`src/rtl/shift_pkg.sv`:
```
// Mode encodings shared by the universal shift register and its users.
package shift_pkg;

    localparam logic [2:0] MODE_HOLD = 3'd0;
    localparam logic [2:0] MODE_LOAD = 3'd1;
    localparam logic [2:0] MODE_SHL  = 3'd2;
    localparam logic [2:0] MODE_SHR  = 3'd3;
    localparam logic [2:0] MODE_ROL  = 3'd4;
    localparam logic [2:0] MODE_ROR  = 3'd5;
    localparam logic [2:0] MODE_ASR  = 3'd6;
    localparam logic [2:0] MODE_CLR  = 3'd7;

endpackage

```
`src/rtl/univ_shift_reg.sv`:
```
// WIDTH-bit register with clock enable, parallel load, shifts,
// rotates, arithmetic shift and synchronous clear.
module univ_shift_reg
    import shift_pkg::*;
#(
    parameter int              WIDTH     = 8,
    parameter logic [WIDTH-1:0] RESET_VAL = {WIDTH{1'b0}}
) (
    input  logic             clk,
    input  logic             reset,
    input  logic             en,
    input  logic [2:0]       mode,
    input  logic [WIDTH-1:0] d,
    input  logic             sin_l,
    input  logic             sin_r,
    output logic [WIDTH-1:0] q,
    output logic             sout_l,
    output logic             sout_r,
    output logic             zero
);

    logic [WIDTH-1:0] q_next;

    // Shifts are built from whole-vector shifts plus a single-bit
    // patch so WIDTH = 1 never forms a negative part-select.
    always_comb begin
        q_next = q;
        case (mode)
            MODE_HOLD: q_next = q;
            MODE_LOAD: q_next = d;
            MODE_SHL: begin
                q_next    = q << 1;
                q_next[0] = sin_l;
            end
            MODE_SHR: begin
                q_next           = q >> 1;
                q_next[WIDTH-1]  = sin_r;
            end
            MODE_ROL: begin
                q_next    = q << 1;
                q_next[0] = q[WIDTH-1];
            end
            MODE_ROR: begin
                q_next          = q >> 1;
                q_next[WIDTH-1] = q[0];
            end
            MODE_ASR: begin
                q_next          = q >> 1;
                q_next[WIDTH-1] = q[WIDTH-1];
            end
            MODE_CLR: q_next = '0;
            default:  q_next = q;
        endcase
    end

    always_ff @(posedge clk or negedge reset) begin
        if (!reset) begin
            q <= RESET_VAL;
        end else if (en) begin
            q <= q_next;
        end
    end

    assign sout_l = q[WIDTH-1];
    assign sout_r = q[0];
    assign zero   = (q == '0);

endmodule

```
`config.mk`:
```
export PLATFORM = sky130hd
export DESIGN_NAME = univ_shift_reg
export DESIGN_NICKNAME = d
export VERILOG_FILES = /design/src/rtl/shift_pkg.sv /design/src/rtl/univ_shift_reg.sv
export SDC_FILE = /design/constraint.sdc
export NUM_CORES = 1
export LEC_CHECK = 0
export ABC_AREA = 0
export ABC_CLOCK_PERIOD_IN_PS = 2000
export CAP_MARGIN = 20
export CORE_MARGIN = 2
export CORE_UTILIZATION = 45
export DETAILED_ROUTE_END_ITERATION = 8
export PLACE_DENSITY = 0.91
export SETUP_SLACK_MARGIN = 0.1
export SLEW_MARGIN = 20
export SYNTH_ARGS = -nofsm -noshare
export SYNTH_HDL_FRONTEND = slang
export SYNTH_SLANG_ARGS = --single-unit
```
`constraint.sdc`:
```
create_clock -name clk -period 2 [get_ports clk]
set_input_delay 0.2 -clock clk [delete_from_list [all_inputs] [get_ports clk]]
set_output_delay 0.2 -clock clk [all_outputs]
set_load 0.01 [all_outputs]
```
# ---- Word-level counts from Yosys, hierarchy flattened
# Index checks and enable logic that the tools add are counted.
dict set report totals {
  wordCells 16
  rom_bits 0
  ramBits 0
  latch_bits 0
  input_bits 16
  reg_bits 8
  memories 0
  out_inout_bits 11
}
dict set report classes {
  n_addsub 0
  n_reduce_logical 4
  n_eq_ne 7
  muxes 1
  n_lt_le_gt_ge 0
  n_mul 0
  shift 0
  bitwise_logic 2
  div 0
}
# cell count
set ops {}
lappend ops {{one-hot mux 8 bit (7 select lines)} 1}
lappend ops {{equality test 3 bit, second input constant} 4}
lappend ops {{zero test 8 bit} 1}
lappend ops {{equality test 3 x 2 -> 1 bit, second input constant} 2}
lappend ops {{equality test 3 x 1 -> 1 bit, second input constant} 1}
lappend ops {{zero test 3 bit} 1}
lappend ops {{AND reduction 3 bit} 1}
lappend ops {{inverter 1 bit} 2}
lappend ops {{AND reduction 2 bit} 1}

# ---- Logic depth before layout (Yosys ltp)
dict set report logic_depth {
  word_depth 3
  ltp_mapped 5
  ltp_nobuf 4
}

# ---- Worst setup path after synthesis
# OpenSTA, ideal clock, no wires.
dict set report synth_path {
  kind {flip-flop to flip-flop}
  startpoint {register q[6]}
  endpoint {register q[5]}
  required_ps 1878
  stages_incl_launch_ff 4
  period_less_slack_ps 1381
  n_path_buf 0
  setup_ps 122
  arrival_time_ps 1260
  path_slack_ps 619
  path_cell_list {dfrtp_1 mux2_2 a221o_1 a32o_1}
}
dict set report synth_between {
  elab_chain_cells 1
}
# item line_no
set synth_rtl {}
lappend synth_rtl {{from (decl)} univ_shift_reg.sv:16} ;# output logic [WIDTH-1:0] q,
lappend synth_rtl {{from (signal assigned)} univ_shift_reg.sv:60} ;# q <= q_next;
lappend synth_rtl {{one-hot mux 8 bit (7 select lines)} univ_shift_reg.sv:28} ;# case (mode)
# Every way passes these cells.
# A chain may end at the register's enable or synchronous reset.

# ---- Worst setup path in the final report
dict set report layout_path {
  startpoint {register q[3]}
  endpoint {output port zero}
}
dict set report layout_between {
  elab_chain_cells 1
}
# item line_no
set layout_rtl {}
lappend layout_rtl {{zero test 8 bit} univ_shift_reg.sv:66} ;# assign zero = (q == '0);
lappend layout_rtl {{to (decl)} univ_shift_reg.sv:19} ;# output logic zero
# Every way passes these cells.

==> flow_summary.toml <==
[run_status]
status = "complete, no violations"

[sta]
max_slew_margin = 0.6824
slew_viol_final = 0
skew_ns = 0.003962
hold_viol = 0
fmax_mhz = 552.3
setup_viol = 0
grt_setup_unrepaired = "false"
tightestPinTransition_ns = 0.4749
finalSetupTns_ns = 0
timing.final.crit_share = 0.9053
period_minus_slack_ns = 1.811

[power]
internal_power_uw = 456.9
p_total_uw = 677.0
pwr-share-clk = 0.192
power.density_nw_per_um2 = 700.0
p_switching_uw = 220.1
swShare = 0.3251
vdd_drop_max_v = 0.0004047
p_leak_uw = 0.0004017
pwr-share-seq = 0.347
p_comb_frac = 0.460

[min_path]
hold_class = "primary input to asynchronous set/reset pin"

[worst_setup_path]
worstRegToRegCells = 4
end_kind = "output pin"
cp_max_fo = 6
path_class = "flop to output pin"
cp.required_ns = 1.80
critPathArrivalTime_ns = 1.61
critPathLaunchType = "flop"

[detailed_routing]
vias_per_cell = 6.189
remaining_drc_errors = 0
ant_nets = 0
wirelength_um = 1831
dr.first_iter.drc_count = 37
first_pass_iters = 4
num_vias = 687
wl_per_cell_um = 16.50

[grt]
grt_pass1_wl_um = 2877
grt.overflow.total = 0
grt_max_degree = 14
grt_pass1_vias = 658
antenna_found_initial = 0
grt_usage = 0.2144

[floorplanning]
die_h_um = 42.28
num_rows = 13
core_um2 = 1334
die_area_um2 = 1788
start_util = 0.4944
die_w_um = 42.28
ioPinCount = 27

[clock_tree]
cts_root_buf = "clkbuf_4"
cts_buffers = 3
numClockSinks = 8
cts_tree = "built"
ctsLongestPathBuffers = 2
holdBufCountCts = 0
htreeDepth = 1
clk_latency_ns = 0.26
path_clk_slew_ns = 0.06

[cells_and_area]
final_nets = 114
diodes = 0
final_cell_mix = "clkdlybuf4s50_1 (25), nand2_1 (14), a221o_1 (7), a32o_1 (7), dfrtp_1 (7)"
reg_top3 = "q: 8 flops"
top_register = "q"
multi_input_area_um2 = 415.4
register_area_um2 = 201.4
stdcell_count = 111
drive_above_1_share = 0.1875
area_growth_pct = 46.68
largest_register_ffs = 8
mostFrequentLayoutCell = "clkdlybuf4s50_1"
nFillCells = 102

[synth]
seq_area_frac_synth = 0.3036
syn_nets = 85
syn_inst = 69
ys_warn_count = 0
synth_area_um2 = 659.4
avgSynthCellArea_um2 = 9.556
ys_ff_latch = 8
synth.distinct_cells = 26

[placed_design]
portBuffers = 26
place_congestion = 0.8319
place_inst = 108
place_hpwl_um = 1361

[run]
cap_violations = 0
worst max-delay path: stages (launching register included):
cell and delay [ns]:
dfrtp_2 0.44, or4_1 0.53, nor2_1 0.11, dlygate4sd2_1 0.27
through the flow:
stage,cell area (µm²),utilization,hold slack [ns],setup slack [ns]
2_1_floorplan,659.4,-,-0.09559,0.6189
3_3_place_gp,944.7,0.7083,0.5026,0.1042
3_5_place_dp,944.7,0.7083,0.5002,0.06823
4_1_cts,967.2,0.7251,0.2214,0.1775
5_1_grt,967.2,0.7251,0.2294,0.1135
6_report,967.2,0.7251,0.2178,0.1895
worst paths after layout:
path | start | end | slack, ns
setup / recovery | q[3] | zero | 0.19
hold / removal | reset | q[5] | 0.22
setup reg to reg | q[0] | q[1] | 0.52
hold reg to reg | q[1] | q[1] | 0.59
max in group asynchronous | reset | q[3] | 1.50
min in group clk | q[1] | q[1] | 0.59
power groups by stage:
stage | combinational, µW | clock (µW) | sequential, µW
finish | 312 | 130 | 235
global route | 332 | 142 | 240
CTS | 312 | 133 | 235
detailed placement | 312 | 0 | 237
global placement | 305 | 0 | 235
floorplan | 150 | 0 | 245
area by class of cell:
type,instances,share of cell area
multi-input combinational,54,0.4295
clock buffer,3,0.02329
tap,15,0.01940
sequential,8,0.2083
timing repair buffer,31,0.3195
cells by family (layout without fill, tap and decap cells):
logic type | count (synthesis) | in the layout | share of synthesized area
multiplexers | 7 | 7 | 0.1404
buffers and inverters | 7 | 34 | 0.06641
AO/OA/AOI/OAI | 20 | 20 | 0.2789
XOR/XNOR | 1 | 1 | 0.01329
flip-flops | 8 | 8 | 0.3036
AND/OR/NAND/NOR | 26 | 26 | 0.1974
layer usage:
metal	up-vias	routed length [µm]	global-route usage
met5	-	0	0
met4	0	41	0.1313
met3	4	108	0.02586
met2	28	934	0.3754
met1	329	746	0.2440
li1	326	-	-
cell usage after synthesis:
library cell	n	area [µm²]
buf_4	2	15.01
buf_6	1	11.26
buf_2	2	10.01
and4b_1	1	10.01
nor2b_1	1	6.260
nand2_4	1	11.26
nor2_1	4	15.01
or4_1	2	15.01
a21boi_0	1	7.510
nand2b_1	1	6.260
nor3b_1	1	7.510
a221o_1	7	70.07
mux2_4	4	60.06
mux2i_1	1	10.01
clkbuf_1	2	7.510
a41oi_1	1	8.760
xnor2_1	1	8.760
o21ai_2	1	8.760
a21oi_1	1	5.000
a221oi_1	1	8.760
nand2_1	14	52.55
mux2_2	2	22.52
a32o_1	7	70.07
o21ai_0	1	5.000
dfrtp_1	8	200.2
or2_2	1	6.260
timing repair:
action | CTS | global route
setup buffers | 0 | 0
setup endpoints to repair | 1 | 0
gates resized for setup | 2 | 0
No activity file was read; power rests on OpenSTA's default activity.
==> edit, RTL diff (same flow settings) <==
The parameter `WIDTH` goes from 8 to 7.
--- a/src/rtl/univ_shift_reg.sv
+++ b/src/rtl/univ_shift_reg.sv
@@ -4,5 +4,5 @@
     import shift_pkg::*;
 #(
-    parameter int              WIDTH     = 8,
+    parameter int              WIDTH     = 7,
     parameter logic [WIDTH-1:0] RESET_VAL = {WIDTH{1'b0}}
 ) (
Interface: changed (resized d and q); port bits go from 27 to 25. The function was not compared with the original's and may differ.
==> edit against the original RTL <==
- critical path type unchanged
- setup slack worse by 0.0049 ns
- non-clock buffer count shrank 3
- cell area decreased by 12%
- via count down 8.9%
- clock skew rose by 0.0048 ns
- largest power group unchanged
- combinational power fell by 15%
- first-iteration DRC count fell by 62%
- fmax shrank 0.27%
- routed wire length decreased by 17%
- area after synthesis decreased by 7.8%
- sequential cell count shrank 1
- global-route usage down 0.62 points
- total power down 11%
==> edit: results (changes against the original RTL) <==
* Clock Skews at 0.00881 ns (was 0.00396 ns)
* Synthesized Nets at 84 (was 85)
* Mean instance size in the synthesized netlist at 8.81 sq um (was 9.56 sq um)
* Ranking of synthesized cells by instance count: sky130_fd_sc_hd__nand2_1, sky130_fd_sc_hd__dfrtp_1, sky130_fd_sc_hd__mux2i_1, sky130_fd_sc_hd__nor2_1 (was sky130_fd_sc_hd__nand2_1, sky130_fd_sc_hd__dfrtp_1, sky130_fd_sc_hd__a221o_1, sky130_fd_sc_hd__a32o_1)
* Registers with the highest flip-flop counts: q x7 (was q x8)
* Count of buffers added by post-CTS timing repair for setup at 0 (unchanged)
* Sequential-to-total area share from yosys stat at 0.288 (was 0.304)
* Number of non-filler instances in the completed layout at 108 (was 111)
* Count of hold buffers inserted by post-cts repair at 0 (unchanged)
* H-tree lvl count at 1 (unchanged)
* Number of design-rule violations left by the first detailed-router iteration at 14 (was 37)
* Max Buffers Root-to-Sink at 2 (unchanged)
* Status: finished, final reports clean (unchanged)
* Leakage dissipation at 0.384 nW (was 0.402 nW)
* Via count of the first global-routing pass at 531 (was 658)
* Global routing usage summed across all routing layers at 0.208 (was 0.214)
* # port buffers at 24 (was 26)
* Dominant cells by area after synthesis: sky130_fd_sc_hd__dfrtp_1, sky130_fd_sc_hd__mux2i_1, sky130_fd_sc_hd__buf_6, sky130_fd_sc_hd__o22ai_1, sky130_fd_sc_hd__a21o_1 (was sky130_fd_sc_hd__dfrtp_1, sky130_fd_sc_hd__a221o_1, sky130_fd_sc_hd__a32o_1, sky130_fd_sc_hd__mux2_4, sky130_fd_sc_hd__nand2_1)
* Max IR drop VDD at 0.363 mV (was 0.405 mV)
* Placed instance count at 104 (was 108)
* Drt wl/cell at 14.1 um (was 16.5 um)
* Via count at 626 (was 687)
* Sum of net half-perimeters after detailed placement at 1140 um (was 1360 um)
* # resized after CTS at 1 (was 2)
* Clock-pin slew on the worst setup and hold paths at 0.06 ns (about the same)
* Number of buffers created by CTS at 3 (unchanged)
* Routability congestion estimate at 0.857 (was 0.832)
* Most used DFF post-synth: sky130_fd_sc_hd__dfrtp_1 (unchanged)
* Wire length of the first global-routing pass at 2200 um (was 2880 um)
* Initial DRT Pass Iterations at 4 (unchanged)
* Diode count at 0 (unchanged)
* Worst Path Max Fanout at 2 (was 6)
* Layout cells sized above 1 at 0.129 (was 0.188)
* Post-synth cell types at 27 (was 26)
* Pre-CTS setup slack at 0.170 ns (was 0.0682 ns)
* Power Internal at 0.000394 W (was 0.000457 W)
* Async set-or-reset flop fraction in the synthesized netlist at 1.00 (unchanged)
* Insertion delay of the later-clocked pin in the worst-skew pair at 0.26 ns (about the same)
* CTS Root Buffer Type: sky130_fd_sc_hd__clkbuf_4 (unchanged)
* Max-slew headroom at the worst pin at 0.683 (was 0.682)
* Maximum number of pins on one net before global-route repair at 13 (was 14)
edit: power by group through the flow:
stage	Combinational [W]	Sequential, W	Clock, W
after floorplan	0.000122	0.000216	0
after global placement	0.000262	0.000200	0
after detailed placement	0.000266	0.000202	0
after CTS	0.000266	0.000199	0.000138
after global routing	0.000289	0.000203	0.000145
final	0.000264	0.000199	0.000136
edit: cell families (layout without fill, tap and decap cells):
family                 after synthesis  after routing  synth area share
AO/OA/AOI/OAI                       24             24             0.286
flip-flops                           7              7             0.288
multiplexers                         6              6            0.0988
AND/OR/NAND/NOR                     24             24             0.208
buffers and inverters                8             32             0.119
edit: through the flow:
step	hold slack (ns)	instance area (sq um)
detailed placement	0.486	825
floorplan	-0.0956	608
finish	0.198	851
global placement	0.493	825
CTS	0.202	851
global route	0.206	851
edit: critical path, stage by stage (launching register included):
cell and delay (ns):
sky130_fd_sc_hd__dfrtp_1 0.37, sky130_fd_sc_hd__or4_1 0.53, sky130_fd_sc_hd__nor4_1 0.16, sky130_fd_sc_hd__dlygate4sd2_1 0.29
edit: path summary, 6_finish.rpt:
path / startpoint / endpoint / slack (ns) / depth (start not counted)
setup / recovery: q[0]$_DFFE_PN0P_ / zero / 0.18 / 3
hold / removal: reset / q[1]$_DFFE_PN0P_ / 0.20 / 1
setup reg to reg: q[0]$_DFFE_PN0P_ / q[6]$_DFFE_PN0P_ / 0.79 / 4
hold reg to reg: q[4]$_DFFE_PN0P_ / q[4]$_DFFE_PN0P_ / 0.59 / 2
max in group asynchronous: reset / q[4]$_DFFE_PN0P_ / 1.54 / 1
min in group clk: d[0] / q[0]$_DFFE_PN0P_ / 0.58 / 3
edit: area by class of cell:
| class | instances | area, sq um |
|---|---|---|
| tap | 15 | 18.8 |
| sequential | 7 | 175 |
| clock buffer | 3 | 22.5 |
| timing repair buffer | 28 | 269 |
| multi-input combinational | 54 | 360 |
| clock inverter | 1 | 5.00 |
| fill | 114 | 434 |
edit: metal layers:
layer	global-route usage	vias up	share of wire
met5	0	-	0
met4	0.100	0	0.014
met3	0.0326	5	0.068
met2	0.353	23	0.50
met1	0.254	297	0.41
li1	-	301	-
